===== config.mk =====
export PLATFORM = sky130hd
export DESIGN_NAME = mem_wb_stage
export DESIGN_NICKNAME = d
export VERILOG_FILES = /design/src/rtl/mem_wb_stage.sv
export SDC_FILE = /design/constraint.sdc
export NUM_CORES = 1
export LEC_CHECK = 0
export ABC_AREA = 1
export CORE_MARGIN = 2
export CORE_UTILIZATION = 38
export CTS_CLUSTER_SIZE = 10
export DETAILED_ROUTE_END_ITERATION = 16
export GPL_ROUTABILITY_DRIVEN = 1
export MAX_ROUTING_LAYER = met4
export PLACE_DENSITY_LB_ADDON = 0.12
export SETUP_SLACK_MARGIN = 0.4
export SYNTH_ARGS = -nofsm -noshare
export SYNTH_HDL_FRONTEND = slang
export SYNTH_SLANG_ARGS = --single-unit
export TNS_END_PERCENT = 1

===== constraint.sdc =====
create_clock -name clk -period 1.32 [get_ports clk]
set_clock_uncertainty 0.05 [all_clocks]
set_input_delay 0.198 -clock clk [delete_from_list [all_inputs] [get_ports clk]]
set_output_delay 0.198 -clock clk [all_outputs]
set_load 0.1 [all_outputs]

===== src/rtl/mem_wb_stage.sv =====
// MEM/WB pipeline register for the RV32I core: captures memory-stage results,
// aligns/extends load data, counts retired instructions. Optional: MEM_WB_LOAD_ALIGN_EN.
module mem_wb_stage #(
   parameter int unsigned XLEN       = 32,
   parameter int unsigned REG_ADDR_W = 5,
   parameter int unsigned CNT_W      = 32
) (
   input  logic                  clk,
   input  logic                  rst,
   input  logic                  stall,
   input  logic                  flush,
   input  logic                  in_valid,
   output logic                  in_ready,
   input  logic [XLEN-1:0]       in_alu_result,
   input  logic [XLEN-1:0]       in_mem_rdata,
   input  logic                  in_mem_to_reg,
   input  logic                  in_reg_write,
   input  logic [REG_ADDR_W-1:0] in_rd,
   input  logic [2:0]            in_funct3,
   output logic                  out_valid,
   output logic [XLEN-1:0]       alu_result,
   output logic [XLEN-1:0]       mem_data,
   output logic                  mem_to_reg,
   output logic                  reg_write,
   output logic [REG_ADDR_W-1:0] rd,
   output logic                  load_misalign,
   output logic [CNT_W-1:0]      retire_count
);

   logic [XLEN-1:0]       load_data_c;
   logic                  misalign_c;

   logic                  valid_nxt;
   logic [XLEN-1:0]       alu_nxt;
   logic [XLEN-1:0]       mem_nxt;
   logic                  m2r_nxt;
   logic                  rw_nxt;
   logic [REG_ADDR_W-1:0] rd_nxt;
   logic                  mis_nxt;
   logic [CNT_W-1:0]      cnt_nxt;

   assign in_ready = ~stall;

`ifdef MEM_WB_LOAD_ALIGN_EN
   logic [XLEN-1:0] byte_sh;
   logic [XLEN-1:0] half_sh;

   // Shift the addressed byte/half into the low lanes, then extend by funct3
   always_comb begin
      byte_sh     = in_mem_rdata >> {in_alu_result[1:0], 3'b000};
      half_sh     = in_mem_rdata >> {in_alu_result[1], 4'b0000};
      load_data_c = in_mem_rdata;
      misalign_c  = 1'b0;
      case (in_funct3)
         3'b000: load_data_c = {{(XLEN-8){byte_sh[7]}}, byte_sh[7:0]};
         3'b100: load_data_c = {{(XLEN-8){1'b0}}, byte_sh[7:0]};
         3'b001: begin
            if (in_alu_result[0]) misalign_c = 1'b1;
            else load_data_c = {{(XLEN-16){half_sh[15]}}, half_sh[15:0]};
         end
         3'b101: begin
            if (in_alu_result[0]) misalign_c = 1'b1;
            else load_data_c = {{(XLEN-16){1'b0}}, half_sh[15:0]};
         end
         default: misalign_c = (in_alu_result[1:0] != 2'b00);
      endcase
   end
`else
   logic unused_funct3;

   assign unused_funct3 = ^in_funct3;
   assign load_data_c   = in_mem_rdata;
   assign misalign_c    = 1'b0;
`endif

   // Next-state selection: flush > stall > load
   always_comb begin
      valid_nxt = out_valid;
      alu_nxt   = alu_result;
      mem_nxt   = mem_data;
      m2r_nxt   = mem_to_reg;
      rw_nxt    = reg_write;
      rd_nxt    = rd;
      mis_nxt   = load_misalign;
      cnt_nxt   = retire_count;

      if (out_valid && !stall) cnt_nxt = retire_count + CNT_W'(1);

      if (flush) begin
         valid_nxt = 1'b0;
         rw_nxt    = 1'b0;
         m2r_nxt   = 1'b0;
         mis_nxt   = 1'b0;
      end else if (!stall) begin
         valid_nxt = in_valid;
         if (in_valid) begin
            alu_nxt = in_alu_result;
            mem_nxt = in_mem_to_reg ? load_data_c : '0;
            m2r_nxt = in_mem_to_reg;
            rw_nxt  = in_reg_write && (in_rd != '0);
            rd_nxt  = in_rd;
            mis_nxt = in_mem_to_reg && misalign_c;
         end else begin
            rw_nxt  = 1'b0;
            m2r_nxt = 1'b0;
            mis_nxt = 1'b0;
         end
      end
   end

   always_ff @(posedge clk) begin
      if (rst) begin
         out_valid     <= 1'b0;
         alu_result    <= '0;
         mem_data      <= '0;
         mem_to_reg    <= 1'b0;
         reg_write     <= 1'b0;
         rd            <= '0;
         load_misalign <= 1'b0;
         retire_count  <= '0;
      end else begin
         out_valid     <= valid_nxt;
         alu_result    <= alu_nxt;
         mem_data      <= mem_nxt;
         mem_to_reg    <= m2r_nxt;
         reg_write     <= rw_nxt;
         rd            <= rd_nxt;
         load_misalign <= mis_nxt;
         retire_count  <= cnt_nxt;
      end
   end

endmodule


==> impl_metrics.ini, run 1 <==
[detailed_routing]
vias_per_cell = 5.08
drc = 0
drt_wl_total_um = 15300
topRoutingLayerUsed = met4
wl_met3_um = 1190
dr.pass1.iters = 5
wl_per_cell_um = 15.7
vias = 4973
drt-initial-drc-count = 226
ant_nets = 0
dr_wl_met2_um = 8100
wl_met1_um = 5570

[power_and_ir_drop]
power_frac_comb_pct = 17.7
seq_power_share_pct = 44.3
p_switching_w = 0.00207
p_per_area_mw_per_mm2 = 829
ir_worst_vdd_v = 0.00108
p_int_w = 0.00519
p_total_w = 0.00725
netSwitchingFraction_pct = 28.5
leakage_nw = 3.30
pwr-share-clk_pct = 38.0

[setup_path]
end_kind = register
critPathKind = reg -> reg
crit_slowest_cell = dfxtp_4
timing.critical_path.from = retire_count[13]
endpoint = retire_count[24]
worstPathArrival_ns = 1.59
cp_top_family = simple AND/OR/NAND/NOR gates
r2r-end = retire_count[24]
path_depth = 8
critical-path-max-stage-delay_ns = 0.38
path_common_cell = nand2_1
reg2reg_setup_slack_ns = -0.06
rr_startpoint = retire_count[13]
reg2reg_depth = 8
crit_path_start_kind = register
cp_num_buf_inv = 1
cp_cell_sequence = nand2_1 > nor2_1 > buf_4 > nand2_1 > nor2_2 > nand3_1 > nand2_1 > nor2_1
crit_path_max_fanout = 5
required_ns = 1.52

[logic_synthesis]
yosysTopAreaCell = dfxtp_1
netlist_area_mm2 = 0.00434
async_flop_share_pct = 0
syn_avg_cell_area_um2 = 7.15
yosysSeqAreaShare_pct = 47.9
synthCells = 607
yosysTopAreaCellShare_pct = 47.9
syn_nets = 687
synthTopCellsByArea = dfxtp_1 (48%), nand2_1 (15%), a21oi_1 (9.9%)
yosysMostFrequentCell = nand2_1
ys.warnings.count = 0
synth-edff-count = 0
synth-seq-cells = 104
synthFlopType = dfxtp_1
ys_types = 29
synth_common_cells = nand2_1 (175), dfxtp_1 (104), a21oi_1 (86), nor2_1 (62), nand3_1 (57)

[grt]
antenna_found_initial = 1
grt_max_degree = 70
first_global_vias = 5003
grt_pass1_wl_um = 24400
grt_overflow = 0
grt.total_usage_pct = 25.2

[die]
start_util_pct = 38.5
die-area_mm2 = 0.0123
rows = 39
io_pins = 185
die_w_um = 111
die_h_um = 111
core_area_mm2 = 0.0113

[clocking]
clkLatencyLatePin_ns = 0.35
clock_tree.root_cell = clkbuf_16
cts_tree = built
htree_levels = 3
path_clk_slew_ns = 0.07
cts.sinks = 104
cts-buffers-inserted = 9
clk_path_buf_depth = 2

[sta]
fin_crit_sh_pct = 105
setup_slack_ns = -0.0649
grt_setup_unrepaired = true
hold_viol_final = 0
min_period_ns = 1.38
setup_viol = 15
drv_slew = 0
max_clock_freq_mhz = 722

[placement]
hpwl_um = 10800
port_buffers = 180
place_ws_ns = -0.429
gp_congestion = 0.949

[cells_and_area]
fin_util_pct = 77.6
drive_above_1_share_pct = 45.1
synthToLayoutAreaGrowth_pct = 101
multi_input_area_mm2 = 0.00232
regArea_mm2 = 0.00229
nNetsFinal = 910
top_regs = alu_result x32, mem_data x32, retire_count x32
fillers = 721

[status]
status = finished with violations
violations = negative setup slack

[worst_hold_path]
hold_path.class = in -> reg

[flow_run]
cap_violations = 0
==> worst min-delay path by stage <==
stage | depth (start not counted) | from | endpoint
5_1_grt | 3 | rst | retire_count[15]
6_report | 3 | rst | retire_count[15]
3_3_place_gp | 2 | reg_write | reg_write
2_1_floorplan | 2 | stall | out_valid
3_5_place_dp | 2 | retire_count[12] | retire_count[12]
4_1_cts | 3 | rst | retire_count[11]
==> layout by cell type, fill, tap and decap left out, types with 2 or more instances in the layout <==
cell type,instances
nand2_1,160
buf_12,111
a21oi_1,79
dfxtp_2,74
clkdlybuf4s50_1,71
inv_1,40
nor2_1,39
buf_4,38
nand3_1,37
dfxtp_4,30
nand3_2,17
buf_6,17
nor2_4,16
nor2_2,14
nand2_2,10
clkbuf_16,9
nand4_1,8
a21oi_2,7
nand2_4,6
o21ai_0,6
inv_2,4
nand3_4,4
nor3_1,4
o21ai_1,4
inv_6,4
inv_4,2
nor3_4,2
xnor2_1,2
xor2_1,2
buf_2,2
==> stage by stage <==
step / hold WS [ns] / instances / area (um^2) / setup TNS (ns)
after CTS: 0.175 / 977 / 8600 / -0.0701
final: 0.195 / 979 / 8750 / -0.456
after floorplan: 0.287 / 607 / 4510 / -3.32
after global placement: 0.433 / 959 / 7910 / -29.73
after detailed placement: 0.442 / 959 / 7910 / -32.83
after global routing: 0.205 / 979 / 8750 / -1.94
==> logic make-up (layout without fill, tap and decap cells) <==
kind of cell | after synthesis | after routing | synth area share, %
compound gates | 99 | 99 | 11.5
xor+xnor | 4 | 4 | 0.807
fa+ha+maj | 1 | 1 | 0.288
buf+inv | 77 | 305 | 7.63
flops | 104 | 104 | 47.9
other cells | 1 | 2 | 0.0863
simple gates | 321 | 321 | 31.7
==> worst min-delay path: stages <==
cell and delay [ns]:
buf_2 0.12, buf_4 0.19, nor2_1 0.06
==> cell type report <==
class	instances	share of cell area [%]
clock buffer	10	2.62
timing repair buffer	242	39.7
multi-input combinational	426	26.5
sequential	104	26.1
inverter	47	2.16
clock inverter	6	0.830
antenna	1	0.0286
tap	143	2.05
==> power groups by stage <==
stage                     logic (W)  registers [W]  clock network [W]
after floorplan            0.000234        0.00368                  0
after global placement      0.00123        0.00328                  0
after detailed placement    0.00124        0.00328                  0
after CTS                   0.00128        0.00321            0.00282
after global routing        0.00134        0.00322            0.00293
final                       0.00128        0.00321            0.00276
==> metal layers <==
metal  global-route usage [%]  vias to the layer above
met3                     8.91                       44
met2                     44.6                      211
met5                        -                        -
met1                     26.3                     2315
li1                         -                     2403
met4                     8.08                        0
==> repair_timing <==
action	CTS	global route
buffers inserted	2	1
resized for setup	154	42
pin swaps	36	16
setup endpoints to repair	209	201
hold buffers	0	0
Power figures use the tool's default switching activity.
==> inputs of run 2 (changes only) <==
--- a/config.mk
+++ b/config.mk
@@ -13,7 +13,7 @@
 export GPL_ROUTABILITY_DRIVEN = 1
 export MAX_ROUTING_LAYER = met4
 export PLACE_DENSITY_LB_ADDON = 0.12
-export SETUP_SLACK_MARGIN = 0.4
+export SETUP_SLACK_MARGIN = 0.1
 export SYNTH_ARGS = -nofsm -noshare
 export SYNTH_HDL_FRONTEND = slang
 export SYNTH_SLANG_ARGS = --single-unit
==> run 2 against run 1 <==
Compared with the run above: the run still ends with negative setup slack left; via count is 1.4% lower; sequential cell count stayed put; wire length is 5.3% lower; final cell count is 0.41% lower; largest cell class unchanged; largest power group unchanged; utilization is 2.0 points lower.
==> impl_metrics.ini, run 2 (synthesis gave the netlist of run 1 again) <==
[status]
status = finished with violations
violations = negative setup slack

[setup_path]
end_kind = register
rr_startpoint = retire_count[7]
worstPathArrival_ns = 1.66
cp_cell_sequence = nand2_1 > nor2_4 > nand3_1 > nor2_1 > buf_4 > nand2_2 > nand2_1 > nand2_1 > nor2_1
timing.critical_path.from = retire_count[7]
reg2reg_setup_slack_ns = -0.09
cp_num_buf_inv = 1
crit_slowest_cell = dfxtp_4
critPathKind = reg -> reg
required_ns = 1.56
cp_top_family = simple AND/OR/NAND/NOR gates
critical-path-max-stage-delay_ns = 0.37
path_common_cell = nand2_1
crit_path_max_fanout = 5
crit_path_start_kind = register

[clocking]
cts_tree = built
cts.sinks = 104
cts-buffers-inserted = 9
clkLatencyLatePin_ns = 0.36
htree_levels = 3
path_clk_slew_ns = 0.07
clock_tree.root_cell = clkbuf_16
clk_path_buf_depth = 2
post_cts_buffers = 0

[power_and_ir_drop]
p_per_area_mw_per_mm2 = 847
ir_worst_vdd_v = 0.00107
p_total_w = 0.00721
leakage_nw = 3.22

[grt]
grt_overflow = 0
grt_max_degree = 70
grt_pass1_wl_um = 23200
antenna_found_initial = 0
first_global_vias = 4828
grt.total_usage_pct = 24.1

[die]
io_pins = 185
start_util_pct = 38.5
die-area_mm2 = 0.0123
core_area_mm2 = 0.0113
die_w_um = 111
die_h_um = 111
rows = 39

[sta]
hold_viol_final = 0
setup_viol = 14
drv_slew = 0
grt_setup_unrepaired = true
setup_slack_ns = -0.0935
min_period_ns = 1.41
fin_crit_sh_pct = 107
max_clock_freq_mhz = 707

[placement]
port_buffers = 180
hpwl_um = 10800
gp_congestion = 0.949

[detailed_routing]
dr.pass1.iters = 5
vias_per_cell = 5.03
drt-initial-drc-count = 283
wl_per_cell_um = 14.9
vias = 4905
drc = 0
drt_wl_total_um = 14500
ant_nets = 0

[cells_and_area]
final_common_cell = nand2_1
fin_util_pct = 75.6
nNetsFinal = 907
top_regs = alu_result x32, mem_data x32, retire_count x32
layout_common_cells = nand2_1 (166), buf_12 (111), a21oi_1 (82)
drive_above_1_share_pct = 35.1
synthToLayoutAreaGrowth_pct = 96.1
num_antenna_cells = 0

[worst_hold_path]
hold_path.class = in -> reg
min_from = rst

[flow_run]
cap_violations = 0
## run 2: changes by cell type in the layout (fill, tap and decap cells not counted), moves of 4 or more
cell     before  now
nor2_1       39   43
nand2_1     160  166
buf_4        38   34
nand3_1      37   50
nand2_4       6    2
nand3_2      17    5
dfxtp_1       0   52
dfxtp_2      74   23
## run 2: stage by stage
step	hold slack (ns)	setup TNS (ns)	cells	setup WS, ns	area, um^2
6_report	0.195	-0.634	975	-0.0935	8520
5_1_grt	0.203	-1.95	975	-0.160	8520
4_1_cts	0.175	-0.250	975	-0.0478	8330
3_5_place_dp	0.442	-32.83	959	-0.429	7910
3_3_place_gp	0.433	-29.73	959	-0.386	7910
2_1_floorplan	0.287	-3.32	607	-0.177	4510
## run 2: layout make-up
class / instances / area [um^2]
clock buffer: 10 / 229
fill: 774 / 2760
tap: 143 / 179
inverter: 47 / 184
timing repair buffer: 239 / 3450
sequential: 104 / 2220
multi-input combinational: 426 / 2180
clock inverter: 6 / 72.6
## run 2: power breakdown
part | leakage, nW | total (W) | switching, W | internal [W]
registers | 0.876 | 0.00321 | 0.0000654 | 0.00314
clock network | 0.144 | 0.00275 | 0.00125 | 0.00150
logic | 2.20 | 0.00126 | 0.000725 | 0.000530
total | 3.22 | 0.00721 | 0.00204 | 0.00517
## run 2: per-layer routing
| layer | share of wire [%] | wire (um) | vias to the layer above | global-route usage (%) |
|---|---|---|---|---|
| li1 | - | - | 2402 | - |
| met1 | 37 | 5390 | 2257 | 25.1 |
| met2 | 52 | 7510 | 200 | 42.2 |
| met3 | 7.6 | 1100 | 46 | 8.47 |
| met4 | 3.6 | 523 | 0 | 8.50 |
| met5 | 0 | 0 | - | - |
## run 2: worst register-to-register path, cell delays in order, from the launching register on
cell and delay [ns]:
dfxtp_4 0.37, nand2_1 0.09, nor2_4 0.19, nand3_1 0.11, nor2_1 0.16, buf_4 0.15
nand2_2 0.05, nand2_1 0.05, nand2_1 0.05, nor2_1 0.08
## run 2: path summary, 6_finish.rpt
check | endpoint | depth (start not counted)
setup reg to reg | retire_count[22] | 9
setup / recovery | retire_count[22] | 9
hold reg to reg | mem_data[18] | 2
hold / removal | retire_count[11] | 3
## run 2: repair_timing
action                     in CTS  in global routing
setup endpoints to repair     126                141
pin swaps                      10                 17
gates resized for setup        33                 64
hold buffers                    0                  0
